[src/rtl/calc_disp_pkg.sv]
// calc_disp_pkg: shared types and constants for the calculator display path.
//   state_t    : scan FSM states (SHOW = digit lit, GAP = all anodes off).
//   SEG_BLANK  : active-low segment pattern with every segment off.
//   SEG_MINUS  : active-low pattern lighting only segment g.
//   HEX_SEG    : active-low {g,f,e,d,c,b,a} codes for hex digits 0..F.
package calc_disp_pkg;

    typedef enum logic {
        SHOW = 1'b0,
        GAP  = 1'b1
    } state_t;

    localparam logic [6:0] SEG_BLANK = 7'h7F;
    localparam logic [6:0] SEG_MINUS = 7'h3F;

    localparam logic [6:0] HEX_SEG [16] = '{
        7'b1000000,  // 0
        7'b1111001,  // 1
        7'b0100100,  // 2
        7'b0110000,  // 3
        7'b0011001,  // 4
        7'b0010010,  // 5
        7'b0000010,  // 6
        7'b1111000,  // 7
        7'b0000000,  // 8
        7'b0010000,  // 9
        7'b0001000,  // A
        7'b0000011,  // b
        7'b1000110,  // C
        7'b0100001,  // d
        7'b0000110,  // E
        7'b0001110   // F
    };

endpackage

[src/rtl/hex_to_seg7.sv]
// hex_to_seg7: combinational hex nibble to 7-segment decoder.
//   nibble : input  [3:0]  hex digit to show.
//   seg    : output [6:0]  {g,f,e,d,c,b,a}, active-low.
module hex_to_seg7
    import calc_disp_pkg::*;
(
    input  logic [3:0] nibble,
    output logic [6:0] seg
);

    assign seg = HEX_SEG[nibble];

endmodule

[src/rtl/calc_disp.sv]
// calc_disp: captures a 16-bit accumulator value and drives a 4-digit
// multiplexed common-anode 7-segment display with an all-off gap between
// digits, leading-zero blanking and an optional two's-complement sign.
//   clk         : input        system clock, rising edge.
//   resetn      : input        asynchronous active-low reset.
//   value       : input  [15:0] value to display.
//   load        : input        strobe; captures value and signed_mode.
//   signed_mode : input        1 = signed display, 0 = unsigned hex.
//   an          : output [3:0] digit anodes, active-low, an[0] rightmost.
//   seg         : output [6:0] {g,f,e,d,c,b,a}, active-low.
//   dp          : output       decimal point, active-low.
module calc_disp
    import calc_disp_pkg::*;
#(
    parameter int REFRESH_DIV = 100000,
    parameter int GAP_CYC     = 16
) (
    input  logic        clk,
    input  logic        resetn,
    input  logic [15:0] value,
    input  logic        load,
    input  logic        signed_mode,
    output logic [3:0]  an,
    output logic [6:0]  seg,
    output logic        dp
);

    localparam int CNT_MAX = (REFRESH_DIV > GAP_CYC) ? REFRESH_DIV : GAP_CYC;
    localparam int CW      = (CNT_MAX > 1) ? $clog2(CNT_MAX) : 1;
    localparam logic [CW-1:0] SHOW_LAST = CW'(REFRESH_DIV - 1);
    localparam logic [CW-1:0] GAP_LAST  = CW'(GAP_CYC - 1);

    state_t        state_reg;
    logic [1:0]    idx_reg;
    logic [CW-1:0] cnt_reg;

    // Shadow takes every load; the display copy only changes at the frame
    // boundary so a single frame never mixes two values.
    logic [15:0]   shadow_val_reg;
    logic          shadow_sgn_reg;
    logic [15:0]   disp_val_reg;
    logic          disp_sgn_reg;

    logic          neg;
    logic [15:0]   mag;
    logic [1:0]    msn;
    logic [3:0]    nib [4];
    logic [6:0]    hex_seg;
    logic [6:0]    digit_seg;
    logic          digit_dp;

    // Sign/magnitude split. 0x8000 negates to itself, which still reads
    // correctly as an unsigned magnitude.
    assign neg = disp_sgn_reg & disp_val_reg[15];
    assign mag = neg ? (~disp_val_reg + 16'd1) : disp_val_reg;

    genvar gi;
    generate
        for (gi = 0; gi < 4; gi++) begin : g_nib
            assign nib[gi] = mag[4*gi +: 4];
        end
    endgenerate

    // Index of the most significant nonzero nibble (0 when the value is 0).
    always_comb begin
        msn = 2'd0;
        if (nib[3] != 4'd0)      msn = 2'd3;
        else if (nib[2] != 4'd0) msn = 2'd2;
        else if (nib[1] != 4'd0) msn = 2'd1;
    end

    hex_to_seg7 u_dec (
        .nibble (nib[idx_reg]),
        .seg    (hex_seg)
    );

    // Content of the currently scanned digit. The minus sign sits just left
    // of the top significant digit; with all four digits in use it has no
    // room, so the decimal point on digit 3 stands in for it.
    always_comb begin
        digit_seg = SEG_BLANK;
        digit_dp  = 1'b1;
        if (idx_reg <= msn) begin
            digit_seg = hex_seg;
        end else if (neg && ({1'b0, idx_reg} == ({1'b0, msn} + 3'd1))) begin
            digit_seg = SEG_MINUS;
        end
        if (neg && (msn == 2'd3) && (idx_reg == 2'd3)) begin
            digit_dp = 1'b0;
        end
    end

    // Scan FSM with registered outputs: the outputs reflect the state and
    // index held during the previous cycle.
    always_ff @(posedge clk or negedge resetn) begin
        if (!resetn) begin
            state_reg      <= SHOW;
            idx_reg        <= 2'd0;
            cnt_reg        <= '0;
            shadow_val_reg <= 16'd0;
            shadow_sgn_reg <= 1'b0;
            disp_val_reg   <= 16'd0;
            disp_sgn_reg   <= 1'b0;
            an             <= 4'b1111;
            seg            <= SEG_BLANK;
            dp             <= 1'b1;
        end else begin
            if (load) begin
                shadow_val_reg <= value;
                shadow_sgn_reg <= signed_mode;
            end

            case (state_reg)
                SHOW: begin
                    if (cnt_reg == SHOW_LAST) begin
                        state_reg <= GAP;
                        cnt_reg   <= '0;
                    end else begin
                        cnt_reg <= cnt_reg + 1'b1;
                    end
                end
                GAP: begin
                    if (cnt_reg == GAP_LAST) begin
                        state_reg <= SHOW;
                        idx_reg   <= idx_reg + 2'd1;
                        cnt_reg   <= '0;
                        // Frame boundary: uses the shadow contents from before
                        // any load arriving on this same edge.
                        if (idx_reg == 2'd3) begin
                            disp_val_reg <= shadow_val_reg;
                            disp_sgn_reg <= shadow_sgn_reg;
                        end
                    end else begin
                        cnt_reg <= cnt_reg + 1'b1;
                    end
                end
                default: begin
                    state_reg <= SHOW;
                    cnt_reg   <= '0;
                end
            endcase

            if (state_reg == SHOW) begin
                an  <= ~(4'b0001 << idx_reg);
                seg <= digit_seg;
                dp  <= digit_dp;
            end else begin
                an  <= 4'b1111;
                seg <= SEG_BLANK;
                dp  <= 1'b1;
            end
        end
    end

endmodule

[config.mk]
export PLATFORM = sky130hd
export DESIGN_NAME = calc_disp
export DESIGN_NICKNAME = d
export VERILOG_FILES = /design/src/rtl/calc_disp_pkg.sv /design/src/rtl/hex_to_seg7.sv /design/src/rtl/calc_disp.sv
export SDC_FILE = /design/constraint.sdc
export NUM_CORES = 1
export LEC_CHECK = 0
export ABC_AREA = 1
export CAP_MARGIN = 20
export CORE_MARGIN = 3
export CORE_UTILIZATION = 55
export CTS_BUF_LIST = sky130_fd_sc_hd__clkbuf_8
export CTS_CLUSTER_DIAMETER = 100
export DETAILED_ROUTE_END_ITERATION = 16
export PLACE_DENSITY = 0.75
export REMOVE_ABC_BUFFERS = 1
export SLEW_MARGIN = 20
export SYNTH_ARGS = -nofsm -noshare
export SYNTH_HDL_FRONTEND = slang
export SYNTH_SLANG_ARGS = --single-unit
[constraint.sdc]
create_clock -name clk -period 4.5 [get_ports clk]
set_input_delay 1.125 -clock clk [delete_from_list [all_inputs] [get_ports clk]]
set_output_delay 1.125 -clock clk [all_outputs]
set_load 0.005 [all_outputs]
==> flow_metrics.py <==
metrics = {
    "place": {
        "gp_congestion": 0.944,
        "portBuffers": 31,
        "pre_cts_ws_ps": 1650,
        "dp.cells": 554,
        "dpl_cell_area_um2": 3980,
        "hpwl_um": 5030,
    },
    "power": {
        "vdd_drop_max_uv": 265,
        "p_int_mw": 0.873,
        "p_per_area_nw_per_um2": 267,
        "clkPwrFrac": 0.408,
        "sw_frac_of_total": 0.215,
        "p_sw_mw": 0.238,
        "pwr-share-comb": 0.042,
        "leakagePower_nw": 2.15,
        "power_mw": 1.11,
        "seq_power_share": 0.550,
    },
    "yosys": {
        "synth_area_leaders": "dfrtp_1 37%, nand2_1 13%, dfstp_2 8.7%",
        "synth_cell_types": 35,
        "async_reset_ff_frac": 1.00,
        "ys_seq_area_frac": 0.462,
        "netlist_area_um2": 3610,
        "synth_common_cells": "123 x nand2_1, 61 x inv_1, 54 x dfrtp_1, 41 x o21ai_0, 38 x nor2_1",
        "synth_top_area_share": 0.374,
        "ys.flop_type": "dfrtp_1",
        "syn_avg_cell_area_um2": 7.93,
        "synth_edf_count": 0,
        "ys.warnings.count": 0,
        "ys_ff_latch": 66,
        "yosys.area.top_type": "dfrtp_1",
        "yosysMostFrequentCell": "nand2_1",
        "synth_cells": 455,
    },
    "die": {
        "pin_count": 32,
        "core_area_um2": 6130,
        "fp.dieH_um": 87,
        "die_x_um": 87,
        "fp-row-count": 28,
        "dieArea_um2": 7570,
        "start_util": 0.589,
    },
    "drt": {
        "wirelength_um": 6880,
        "via_per_inst": 5.25,
        "drtAntennaViolNets": 0,
        "via_count": 2981,
        "wire_per_inst_um": 12.1,
        "drtPass1Iterations": 4,
        "drt_iter0_drc": 100,
        "drcViolationCount": 0,
    },
    "final_layout": {
        "diodes": 0,
        "final_area_um2": 4150,
        "areaGrowthSynthToFinish_pct": 15.1,
        "layout.filler_cells": 518,
        "finalNonFillerCells": 568,
        "layout-drive-gt1-share": 0.103,
        "fin_nets": 525,
        "largest_register_ffs": 17,
    },
    "critical_path": {
        "cp-end-kind": "flop",
        "crit_fanout": 5,
        "cp.arrival_ps": 3140,
        "r2r_cells": 16,
        "start_kind": "flop",
        "crit_required_ps": 4760,
        "critical_path_class": "flop to flop",
    },
    "outcome": {
        "outcome": "finished, final reports clean",
    },
    "hold_path": {
        "worstHoldPathType": "flop to flop",
        "hold-path-cell-count": 1,
    },
    "timing": {
        "fin_crit_ps": 2880,
        "slew_violations": 0,
        "setup_viol": 0,
        "rsz0062_at_grt": "no",
        "setup_ws_ps": 1620,
        "max_freq_ghz": 0.347,
        "relSlewSlack": 0.384,
        "finalSetupTns_ps": 0,
        "tightestPinTransition_ps": 921,
        "fin_crit_sh": 0.640,
        "skew_ps": 9.14,
        "final-hold-violation-count": 0,
    },
    "clock_tree": {
        "cts_resized": 0,
        "h-tree-depth": 3,
        "clk_pin_slew_ps": 70,
        "numCtsBuffers": 9,
        "cts_tree": "built",
        "cts_root_buffer": "clkbuf_8",
        "worstSkewPairLatency_ps": 340,
        "post_cts_buffers": 0,
        "postCtsHoldBufs": 0,
        "clkSinkCount": 66,
        "cts_buffer_depth": 2,
    },
    "run": {
        "drv_cap": 0,
    },
    "grt": {
        "grt_max_degree": 44,
        "grt_util_all_layers": 0.203,
        "grt_pass1_vias": 2735,
        "grt_first_pass_wirelength_um": 12200,
        "grt_overflow": 0,
        "grt_antenna_before_repair": 0,
    },
}
## final timing paths
kind                            slack [ps]            start                to
worst max-delay path                  1620  disp_val_reg[1]            seg[1]
worst min-delay path                   460       cnt_reg[0]        cnt_reg[0]
worst max register to register        1620  disp_val_reg[1]            seg[1]
worst min register to register         460       cnt_reg[0]        cnt_reg[0]
max in group asynchronous             2710           resetn  disp_val_reg[10]
min in group asynchronous              920           resetn       cnt_reg[11]
## placed cells by master, fill, tap and decap left out, types with 2 or more instances in the layout
cell type / synthesis / routed
o211ai_1: 2 / 2
a21oi_1: 12 / 12
ha_1: 15 / 15
nor3_1: 5 / 5
clkdlybuf4s50_1: 0 / 30
nor2_1: 38 / 38
inv_1: 61 / 62
nand3b_1: 4 / 4
o21ai_0: 41 / 41
o21ai_1: 5 / 5
nand4_1: 3 / 3
o21a_1: 2 / 2
clkbuf_8: 0 / 9
nand3_2: 3 / 4
dfstp_2: 12 / 12
o21ai_2: 2 / 2
clkinv_2: 0 / 3
xnor2_1: 2 / 2
nand2_1: 123 / 123
dfrtp_1: 54 / 54
inv_2: 4 / 4
nor2_2: 5 / 5
xor2_1: 10 / 10
nand3_1: 27 / 26
nand2_4: 2 / 2
nor4_1: 6 / 6
## per-layer routing
layer	up-vias	track usage	share of wire
met4	0	0.0623	0.014
met5	-	0	0
met2	77	0.324	0.47
met1	1373	0.271	0.46
met3	10	0.0520	0.054
li1	1521	-	-
## stage by stage
| stage | util | hold WS [ps] |
|---|---|---|
| finish | 0.678 | 461 |
| global route | 0.678 | 480 |
| CTS | 0.677 | 467 |
| detailed placement | 0.649 | 458 |
| global placement | 0.649 | 450 |
| floorplan | - | 433 |
## critical path, stage by stage (launching register included)
cell and delay, ps:
dfrtp_1 380, inv_1 110, ha_1 180, nand2_1 90, nand2_1 100, nand3_1 150
xor2_1 200, nor4_1 360, nand2_1 130, inv_1 70, ha_1 230, inv_1 50
o21ai_0 90, a21oi_1 390, nand2_1 120, inv_2 80, nand3_1 80
## power groups by stage
| stage | clock network (mW) | registers (mW) | logic (mW) |
|---|---|---|---|
| floorplan | 0 | 0.621 | 0.0135 |
| global placement | 0 | 0.621 | 0.0471 |
| detailed placement | 0 | 0.622 | 0.0487 |
| CTS | 0.465 | 0.611 | 0.0489 |
| global route | 0.496 | 0.612 | 0.0554 |
| finish | 0.453 | 0.611 | 0.0471 |
## layout make-up
cell class,instances,area [um^2],area share
flip-flops and latches,66,1670,0.401
well taps,75,93.8,0.0226
clock inverters,5,48.8,0.0117
repair buffers,32,313,0.0753
inverters,66,250,0.0602
multi-input cells,315,1660,0.399
clock buffers,9,124,0.0298
## logic make-up after synthesis
kind of cell,share of synthesized area
adder cells (fa/ha/maj),0.0520
buffers and inverters,0.0801
AND/OR/NAND/NOR,0.272
flip-flops,0.462
multiplexers,0.00312
XOR/XNOR,0.0291
AO/OA/AOI/OAI,0.102
(Power assumes the default switching activity.)
